**config.mk**
```make
export PLATFORM = sky130hd
export DESIGN_NAME = shift4_sched
export DESIGN_NICKNAME = d
export VERILOG_FILES = /design/src/rtl/shift4_pkg.sv /design/src/rtl/shift4_core.sv /design/src/rtl/shift4_sched.sv
export SDC_FILE = /design/constraint.sdc
export NUM_CORES = 1
export LEC_CHECK = 0
export CAP_MARGIN = 5
export CORE_MARGIN = 1.5
export CORE_UTILIZATION = 23
export DETAILED_ROUTE_END_ITERATION = 6
export GPL_TIMING_DRIVEN = 0
export SLEW_MARGIN = 20
export SYNTH_ARGS = -nofsm -noshare
export SYNTH_HDL_FRONTEND = slang
export SYNTH_SLANG_ARGS = --single-unit
```
**constraint.sdc**
```tcl
create_clock -name clk -period 1.1 [get_ports clk]
set_input_delay 0.22 -clock clk [delete_from_list [all_inputs] [get_ports clk]]
set_output_delay 0.22 -clock clk [all_outputs]
set_load 0.02 [all_outputs]
```
**src/rtl/shift4_pkg.sv**
```systemverilog
// shift4_pkg: shared state encoding, frame geometry and round-robin pick for shift4_sched.
// Frame length grows to 5 when SHIFT4_SCHED_PARITY_EN is defined.
package shift4_pkg;

    typedef enum logic {IDLE, SHIFT} state_t;

    localparam int FRAME_LEN_BASE = 4;
    localparam int NREQ           = 2;
`ifdef SHIFT4_SCHED_PARITY_EN
    localparam int FRAME_LEN      = FRAME_LEN_BASE + 1;
`else
    localparam int FRAME_LEN      = FRAME_LEN_BASE;
`endif
    localparam logic [2:0] LAST_CNT = 3'(FRAME_LEN - 1);

    // Preferred requester wins if asking, otherwise the other one.
    function automatic logic [NREQ-1:0] rr_pick(input logic [NREQ-1:0] req, input logic ptr);
        return ptr ? (req[1] ? 2'b10 : req[0] ? 2'b01 : 2'b00)
                   : (req[0] ? 2'b01 : req[1] ? 2'b10 : 2'b00);
    endfunction

endpackage

```
**src/rtl/shift4_core.sv**
```systemverilog
// shift4_core: 4-bit right shift register, zero fill; load takes priority over ena.
module shift4_core (
    input  logic       clk,
    input  logic       areset,
    input  logic       i_load,
    input  logic       i_ena,
    input  logic [3:0] i_data,
    output logic [3:0] o_q
);

    logic [3:0] r_q;

    always_ff @(posedge clk or posedge areset) begin
        if (areset)
            r_q <= '0;
        else if (i_load)
            r_q <= i_data;
        else if (i_ena)
            r_q <= {1'b0, r_q[3:1]};
    end

    assign o_q = r_q;

endmodule

```
**src/rtl/shift4_sched.sv**
```systemverilog
// shift4_sched: two-requester round-robin scheduler serialising 4-bit payloads LSB first.
// Define SHIFT4_SCHED_PARITY_EN to append an even-parity bit as a 5th frame bit.
module shift4_sched
    import shift4_pkg::*;
(
    input  logic            clk,
    input  logic            areset,
    input  logic [NREQ-1:0] req,
    input  logic [3:0]      data0,
    input  logic [3:0]      data1,
    output logic [NREQ-1:0] gnt,
    output logic            sout,
    output logic            sout_valid,
    output logic            sof,
    output logic            eof,
    output logic            owner
);

    state_t          r_state, w_state_nxt;
    logic [2:0]      r_cnt, w_cnt_nxt;
    logic            r_ptr, w_ptr_nxt;
    logic            r_owner, w_owner_nxt;
    logic [3:0]      w_q, w_data;
    logic [NREQ-1:0] w_gnt;
    logic            w_shift, w_eof, w_load, w_ena, w_sel;

    assign w_shift = (r_state == SHIFT);
    assign w_eof   = w_shift && (r_cnt == LAST_CNT);
    // Grant is masked during reset so nothing is offered while the block is held.
    assign w_gnt   = (areset || (w_shift && !w_eof)) ? '0 : rr_pick(req, r_ptr);
    assign w_load  = |w_gnt;
    assign w_sel   = w_gnt[1];
    assign w_data  = w_sel ? data1 : data0;
    assign w_ena   = w_shift && !w_load;

    shift4_core u_core (
        .clk    (clk),
        .areset (areset),
        .i_load (w_load),
        .i_ena  (w_ena),
        .i_data (w_data),
        .o_q    (w_q)
    );

`ifdef SHIFT4_SCHED_PARITY_EN
    logic r_par;

    always_ff @(posedge clk or posedge areset) begin
        if (areset)
            r_par <= 1'b0;
        else if (w_load)
            r_par <= ^w_data;
    end

    assign sout = w_shift && ((r_cnt == 3'(FRAME_LEN_BASE)) ? r_par : w_q[0]);
`else
    assign sout = w_shift && w_q[0];
`endif

    always_ff @(posedge clk or posedge areset) begin
        if (areset) begin
            r_state <= IDLE;
            r_cnt   <= '0;
            r_ptr   <= 1'b0;
            r_owner <= 1'b0;
        end else begin
            r_state <= w_state_nxt;
            r_cnt   <= w_cnt_nxt;
            r_ptr   <= w_ptr_nxt;
            r_owner <= w_owner_nxt;
        end
    end

    always_comb begin
        w_state_nxt = r_state;
        w_cnt_nxt   = r_cnt;
        w_ptr_nxt   = r_ptr;
        w_owner_nxt = r_owner;
        if (w_load) begin
            w_state_nxt = SHIFT;
            w_cnt_nxt   = '0;
            w_owner_nxt = w_sel;
            w_ptr_nxt   = ~w_sel;
        end else if (w_eof) begin
            w_state_nxt = IDLE;
            w_cnt_nxt   = '0;
        end else if (w_shift) begin
            w_cnt_nxt   = r_cnt + 3'd1;
        end
    end

    assign gnt        = w_gnt;
    assign sout_valid = w_shift;
    assign sof        = w_shift && (r_cnt == 3'd0);
    assign eof        = w_eof;
    assign owner      = r_owner;

endmodule
```
# Word-level counts from Yosys, hierarchy flattened

Index checks and enable logic that the tools add are counted.

Div/mod/pow operators: 0
Shifts and indexed selects: 0
Muxes and demuxes: 14
Bitwise gates (word level): 1
Multipliers: 0
Reduce and logical (&&, ||, !) cells: 13
Add/sub/neg operators: 1
Equality and inequality tests: 1
Order comparisons: 0

Operators with widths:

| kind                                                             | number |
|---|---|
| 4-bit 2-to-1 mux                                                 | 3 |
| 2-bit 2-to-1 mux                                                 | 5 |
| 3-bit 2-to-1 mux                                                 | 3 |
| 1-bit logical AND                                                | 5 |
| 2-bit nonzero test                                               | 2 |
| 3-bit by 1-bit adder with 3-bit output (second input constant)   | 1 |
| 3-bit by 2-bit == test with 1-bit output (second input constant) | 1 |
| 3-bit logical NOT                                                | 1 |
| 1-bit 2-to-1 mux                                                 | 3 |
| 3-bit nonzero test                                               | 1 |
| 1-bit logical NOT                                                | 2 |
| 2-bit OR reduction                                               | 1 |
| 1-bit logical OR                                                 | 1 |
| 1-bit NOT                                                        | 1 |

Bits in writable memories: 0
Logic and storage cells: 35
Input bits: 12
Bits in latches: 0
Memory bits (read-only): 0
Memories: 0
Register bits: 10
Output and inout bits: 7

# Longest topological paths before layout

Gate-level depths: netlist of the first run.

Depth in word-level cells: 11
Depth in mapped cells: 4
Mapped depth without buffers: 4

# Hierarchy

From an unflattened synthesis of the first run, not the netlist that was laid out.

Cell total of the unflattened synthesis: 60
Area total of the unflattened synthesis: 600.6 µm²

By module, submodules not included:

| module       | seq. area each (µm²) | area an instance (µm²) | times used | cells an instance |
|---|---|---|---|---|
| shift4_sched | 150.1                | 425.4                  | 1          | 43 |
| shift4_core  | 100.1                | 175.2                  | 1          | 17 |

# Worst setup path after synthesis of the first run

OpenSTA, ideal clock, no wires.

Kind: reg-to-output
Start point: register r_cnt[0]
End point: output port gnt[1]
Setup slack: -0.493 ns
Required time: 0.880 ns
Path buffers: 0
Arrival: 1.373 ns
Cell stages (with the launch flop): 5
Path through: dfrtp_1 > ha_1 > nand2b_4 > a21o_1 > nor3_1

Longest elaborated chain between the ends: 6

Ends and longest elaborated chain:

| element                                  | line               | text |
|---|---|---|
| from (decl)                              | shift4_sched.sv:20 | `logic [2:0] r_cnt, w_cnt_nxt;` |
| from (signal assigned)                   | shift4_sched.sv:68 | `r_cnt <= w_cnt_nxt;` |
| 3-bit by 2-bit == test with 1-bit output | shift4_sched.sv:28 | `assign w_eof = w_shift && (r_cnt == LAST_CNT);` |
| 1-bit logical AND                        | shift4_sched.sv:28 |  |
| 1-bit logical NOT                        | shift4_sched.sv:30 | `assign w_gnt = (areset \|\| (w_shift && !w_eof)) ? '0 : rr_pick(req, r_ptr);` |
| 1-bit logical AND                        | shift4_sched.sv:30 |  |
| 1-bit logical OR                         | shift4_sched.sv:30 |  |
| 2-bit 2-to-1 mux                         | shift4_sched.sv:30 |  |
| to (decl)                                | shift4_sched.sv:11 | `output logic [NREQ-1:0] gnt,` |

Every way passes these cells.

# Final worst setup path of the first run

Start point: register r_cnt[1]
End point: output port gnt[1]

The elaborated chain is that of the path after synthesis.

==> summary.txt, run 1 <==
status -> complete, but fails checks
failing checks -> setup timing
Skew-Pair Late Insertion Delay -> 260 ps
Crit Path Category -> flop to primary output
crit path max-delay cell type -> dfrtp_1
Buf/Inv on CP -> 1
RSZ-0062 raised after global routing -> yes
CP peak stage delay -> 400 ps
Fillers -> 240
vias per cell -> 4.68
Detailed Place HPWL -> 972 um
power density cells -> 2410 mW/mm^2
layout cells sized above 1 -> 51.1%
Mapped Area -> 592 sq um
crit share post-route -> 144%
Layout area overhead -> 82.5%
Routed WL -> 1560 um
final core utilization -> 44.0%
Worst-path clk slew -> 60 ps
port buffer count -> 18
relative max-transition margin -> 73.9%
Starting Density -> 24.1%
area occupied by multi-input gates -> 414 sq um
gp weighted congestion -> 0.719
post-synthesis cell count -> 57
sequential fraction of the synthesis area -> 42.3%
CTS root buf -> clkbuf_4
full die area -> 0.00289 sq mm
worst-margin pin slew -> 391 ps
core area -> 0.00245 sq mm
largest net degree at the start of global routing -> 11
Crit path max-delay family -> flip-flops
post-route setup slack -> -483 ps
Post-synth EDFFs -> 0
ant diodes -> 0
final max-slew violation count -> 0
Total Nets Final -> 109
register area -> 251 sq um
HP Class -> input pin to async pin
CP Capture Type -> primary output
Core Rows -> 18
Synth cell types -> 29
Die H -> 53.7 um
worst-case vdd ir drop -> 0.904 mV
Post-synth ARST share -> 100%
DRC viols -> 0
final hold vios -> 0
vias in the first global route -> 520
initial antenna violation count -> 0
Crit path required time -> 880 ps
Worst Skew -> 1.02 ps
via count of the routed design -> 580
H-Tree Level Count -> 1
Placed Cells -> 105
Final ANT Viol Nets -> 0
syn avg cell area -> 10.4 sq um
synthesized net count -> 71
Leakage -> 0.000520 uW
Num Clock Sinks -> 10
CTS Buf Count -> 3
register bit total from synthesis -> 10
routed length per placed instance -> 12.6 um
grt ovf -> 0
Iter 0 DRT Violations -> 3
CTS Buffer Depth -> 2
drt pass-1 iters -> 4
CP startpoint kind -> flop
Tmin final -> 1580 ps
maxcap violations -> 0
Main synth FF type -> dfrtp_1
Arrival @ worst endpoint -> 1360 ps
Post-Layout Cell Count -> 124
crit path cell chain -> ha_4, nand2b_4, a21o_4, nor3_4, buf_6
# IOs -> 19
Max Clock Freq -> 0.632 GHz
setup violators final -> 14
Hold-fix buffers, CTS -> 0
TritonCTS clock tree -> built
die span in x -> 53.7 um
overall routing resource usage -> 11.9%
CP Max Fanout -> 3
first-pass GRT wire length -> 2320 um
total of warnings raised by yosys -> 0
report_power, final:
part           total (uW)  leakage, uW  switching [uW]  internal [uW]
Clock                 262    0.0000150             122            140
Sequential            646     0.000124             127            519
Combinational        1700     0.000381             747            952
placed cells by master, fill, tap and decap left out, drive strengths merged, types with 2 or more instances in the layout:
cell type / Yosys / final
a21o: 2 / 2
a22oi: 3 / 3
and3b: 2 / 2
buf: 2 / 24
clkbuf: 0 / 4
clkdlybuf4s50: 0 / 8
dfrtp: 10 / 10
dlymetal6s2s: 0 / 3
ha: 2 / 2
inv: 5 / 5
mux2i: 3 / 3
nand2: 4 / 4
nand2b: 2 / 2
nand3b: 3 / 3
o21ai: 2 / 2
o32ai: 3 / 3
per-layer routing:
layer  GRT usage [%]  wire length (um)
met1            13.4               654
met2            17.9               798
met3            5.56                93
met4            7.69                12
met5               0                 0
per-stage QoR:
stage	cell area [sq um]	power [uW]	TNS [ps]	setup slack [ps]	hold slack, ps
2_1_floorplan	637	1420	-591	-237	60.1
3_3_place_gp	855	1780	-5990	-886	515
3_5_place_dp	855	1790	-5980	-880	513
4_1_cts	923	2170	-3050	-500	428
5_1_grt	1080	2820	-4150	-556	118
6_report	1080	2610	-3370	-483	99.8
final cells by class:
class | instances | area share (%)
Multi-Input combinational cell | 40 | 38.4
Timing Repair Buffer | 33 | 28.3
Sequential cell | 10 | 23.3
Tap cell | 30 | 3.48
Clock buffer | 4 | 2.43
Buffer | 2 | 2.43
Inverter | 5 | 1.74
registers in the layout, indices dropped and copies added, names as in the netlist:
register and flops:
owner 1, sout_valid 1, r_cnt 3, u_core.o_q 4, r_ptr 1
cells by family after synthesis:
family	count (synthesis)	share of synthesized area (%)
AOI/OAI and AO/OA	19	26.0
and+or+nand+nor	16	17.5
DFF	10	42.3
buffers and inverters	7	4.86
muxes	3	5.07
adders and majority gates	2	4.23
Yosys cell counts (all sizes together), types with 2 or more instances:
master,n,area (sq um)
buf,2,10.0
o32ai,3,26.3
o21ai,2,10.0
dfrtp,10,250
nand2,4,15.0
mux2i,3,30.0
nand2b,2,20.0
a22oi,3,22.5
ha,2,25.0
inv,5,18.8
and3b,2,17.5
a21o,2,15.0
nand3b,3,22.5
worst register-to-register path, delay by kind of cell, from the launching register on:
| kind | cells | cell delay, ps |
|---|---|---|
| compound gates | 2 | 400 |
| simple gates | 1 | 60 |
| buf+inv | 2 | 260 |
| fa+ha+maj | 1 | 170 |
| flops | 1 | 400 |
path summary, 6_finish.rpt:
check,from,to,slack (ps),depth (start not counted)
max,r_cnt[1],gnt[1],-480,5
min reg2reg,owner,owner,540,1
min,areset,u_core.o_q[3],100,2
min in group clk,req[0],sout_valid,410,3
max in group asynchronous,areset,sout_valid,700,2
max reg2reg,r_cnt[1],owner,-250,6
what timing repair did:
item                                    in CTS  in global routing
pin swaps                                    5                 10
buffers inserted                             5                 11
gates cloned                                 0                  0
resized for setup                           38                 19
endpoints found under the setup margin      13                 14
(Power assumes the default switching activity.)
==> inputs of run 2 (changes only) <==
Settings changed: CORE_MARGIN 1.5 to unset.
==> summary.txt, run 2 (synthesis results as in run 1) <==
Crit Path Category -> flop to primary output
failing checks -> setup timing
CTS Buf Count -> 3
WL met1 -> 648 um
Tmin final -> 1610 ps
largest net degree at the start of global routing -> 11
RSZ-0062 raised after global routing -> yes
Iter 0 DRT Violations -> 4
Crit path required time -> 880 ps
Hold-fix buffers, CTS -> 0
H-Tree Level Count -> 1
initial antenna violation count -> 0
Final ANT Viol Nets -> 0
gp weighted congestion -> 0.725
crit share post-route -> 146%
worst-margin pin slew -> 375 ps
Arrival @ worst endpoint -> 1390 ps
CP startpoint kind -> flop
Layout area overhead -> 82.5%
CTS root buf -> clkbuf_4
CP Max Fanout -> 2
Leakage -> 0.000517 uW
Core Rows -> 18
total power -> 2660 uW
maxcap violations -> 0
worst-case vdd ir drop -> 1.08 mV
HP Class -> input pin to async pin
Worst Skew -> 5.91 ps
top routing layer in use -> met4
relative max-transition margin -> 74.9%
CP Capture Type -> primary output
WHS -> 79.5 ps
via count of the routed design -> 578
Die H -> 52.7 um
DRC viols -> 0
overall routing resource usage -> 11.7%
CTS Buffer Depth -> 2
layout cells sized above 1 -> 51.1%
status -> complete, but fails checks
post-route setup slack -> -509 ps
final hold vios -> 0
most common cell after layout, fill and taps aside -> buf_6
setup violators final -> 15
first-pass GRT wire length -> 2340 um
Max Clock Freq -> 0.621 GHz
full die area -> 0.00278 sq mm
core area -> 0.00245 sq mm
drt pass-1 iters -> 2
Total Nets Final -> 109
grt ovf -> 0
final max-slew violation count -> 0
ant diodes -> 0
max reg flops -> 4
DR WL met3 -> 97 um
met2 wire len -> 792 um
power density cells -> 2460 mW/mm^2
die span in x -> 52.7 um
vias in the first global route -> 554
Fillers -> 248
Skew-Pair Late Insertion Delay -> 270 ps
TritonCTS clock tree -> built
Routed WL -> 1560 um
vias per cell -> 4.66
port buffer count -> 18
commonest cells after routing, fill and taps aside -> buf_6, buf_4, clkdlybuf4s50_1, dfrtp_1
Worst-path clk slew -> 60 ps
# IOs -> 19
routed length per placed instance -> 12.6 um
Num Clock Sinks -> 10
Starting Density -> 24.1%
Detailed Place HPWL -> 1030 um
## run 2: per-layer routing
| layer | up-vias | track usage [%] |
|---|---|---|
| li1 | 284 | - |
| met4 | 0 | 5.26 |
| met3 | 4 | 4.06 |
| met5 | - | 0 |
| met1 | 270 | 13.4 |
| met2 | 20 | 19.4 |
## run 2: path summary, 6_finish.rpt
path	depth (start not counted)	slack, ps	end	start
setup / recovery	6	-510	sof	r_cnt[1]
hold / removal	2	80	r_cnt[1]	areset
setup reg to reg	6	-270	owner	r_cnt[1]
hold reg to reg	2	540	u_core.o_q[3]	u_core.o_q[3]
max in group asynchronous	2	730	sout_valid	areset
min in group clk	3	400	r_ptr	req[0]
## run 2: what timing repair did
action,4_1_cts,5_1_grt
resized for setup,36,25
pin swaps,4,10
setup buffers,4,11
endpoints found under the setup margin,13,14
## run 2: stage by stage
| stage | utilization (%) | instance area [sq um] | cells | setup slack, ps | TNS (ps) |
|---|---|---|---|---|---|
| finish | 44.0 | 1080 | 124 | -509 | -3690 |
| global route | 44.0 | 1080 | 124 | -573 | -4540 |
| CTS | 37.1 | 910 | 113 | -509 | -3080 |
| detailed placement | 34.8 | 855 | 105 | -888 | -6080 |
| global placement | 34.8 | 855 | 105 | -886 | -6000 |
| floorplan | - | 637 | 57 | -237 | -591 |
## run 2: power breakdown
group / internal (uW) / leakage [uW] / switching (uW)
Clock: 140 / 0.0000150 / 121
Sequential: 522 / 0.000122 / 134
Combinational: 1010 / 0.000379 / 737
Total: 1670 / 0.000517 / 992
## run 2: area by class of cell
type | instances | area, sq um | share of cell area [%]
Timing Repair Buffer | 33 | 319 | 29.5
Buffer | 2 | 30.0 | 2.78
Inverter | 5 | 18.8 | 1.74
Tap cell | 30 | 37.5 | 3.48
Clock buffer | 4 | 26.3 | 2.43
Multi-Input combinational cell | 40 | 395 | 36.6
Sequential cell | 10 | 253 | 23.4
## run 2: critical path, stage by stage, from the launching register on
cell     delay, ps
dfrtp_1        420
buf_4          150
buf_6          110
inv_2           50
ha_4           110
and3b_2        170
buf_6          110
==> inputs of run 3 (changes only) <==
Settings changed: SLEW_MARGIN 20 to unset.
==> results of run 3 <==
Final layout, timing and power as in run 2 (identical DEF).
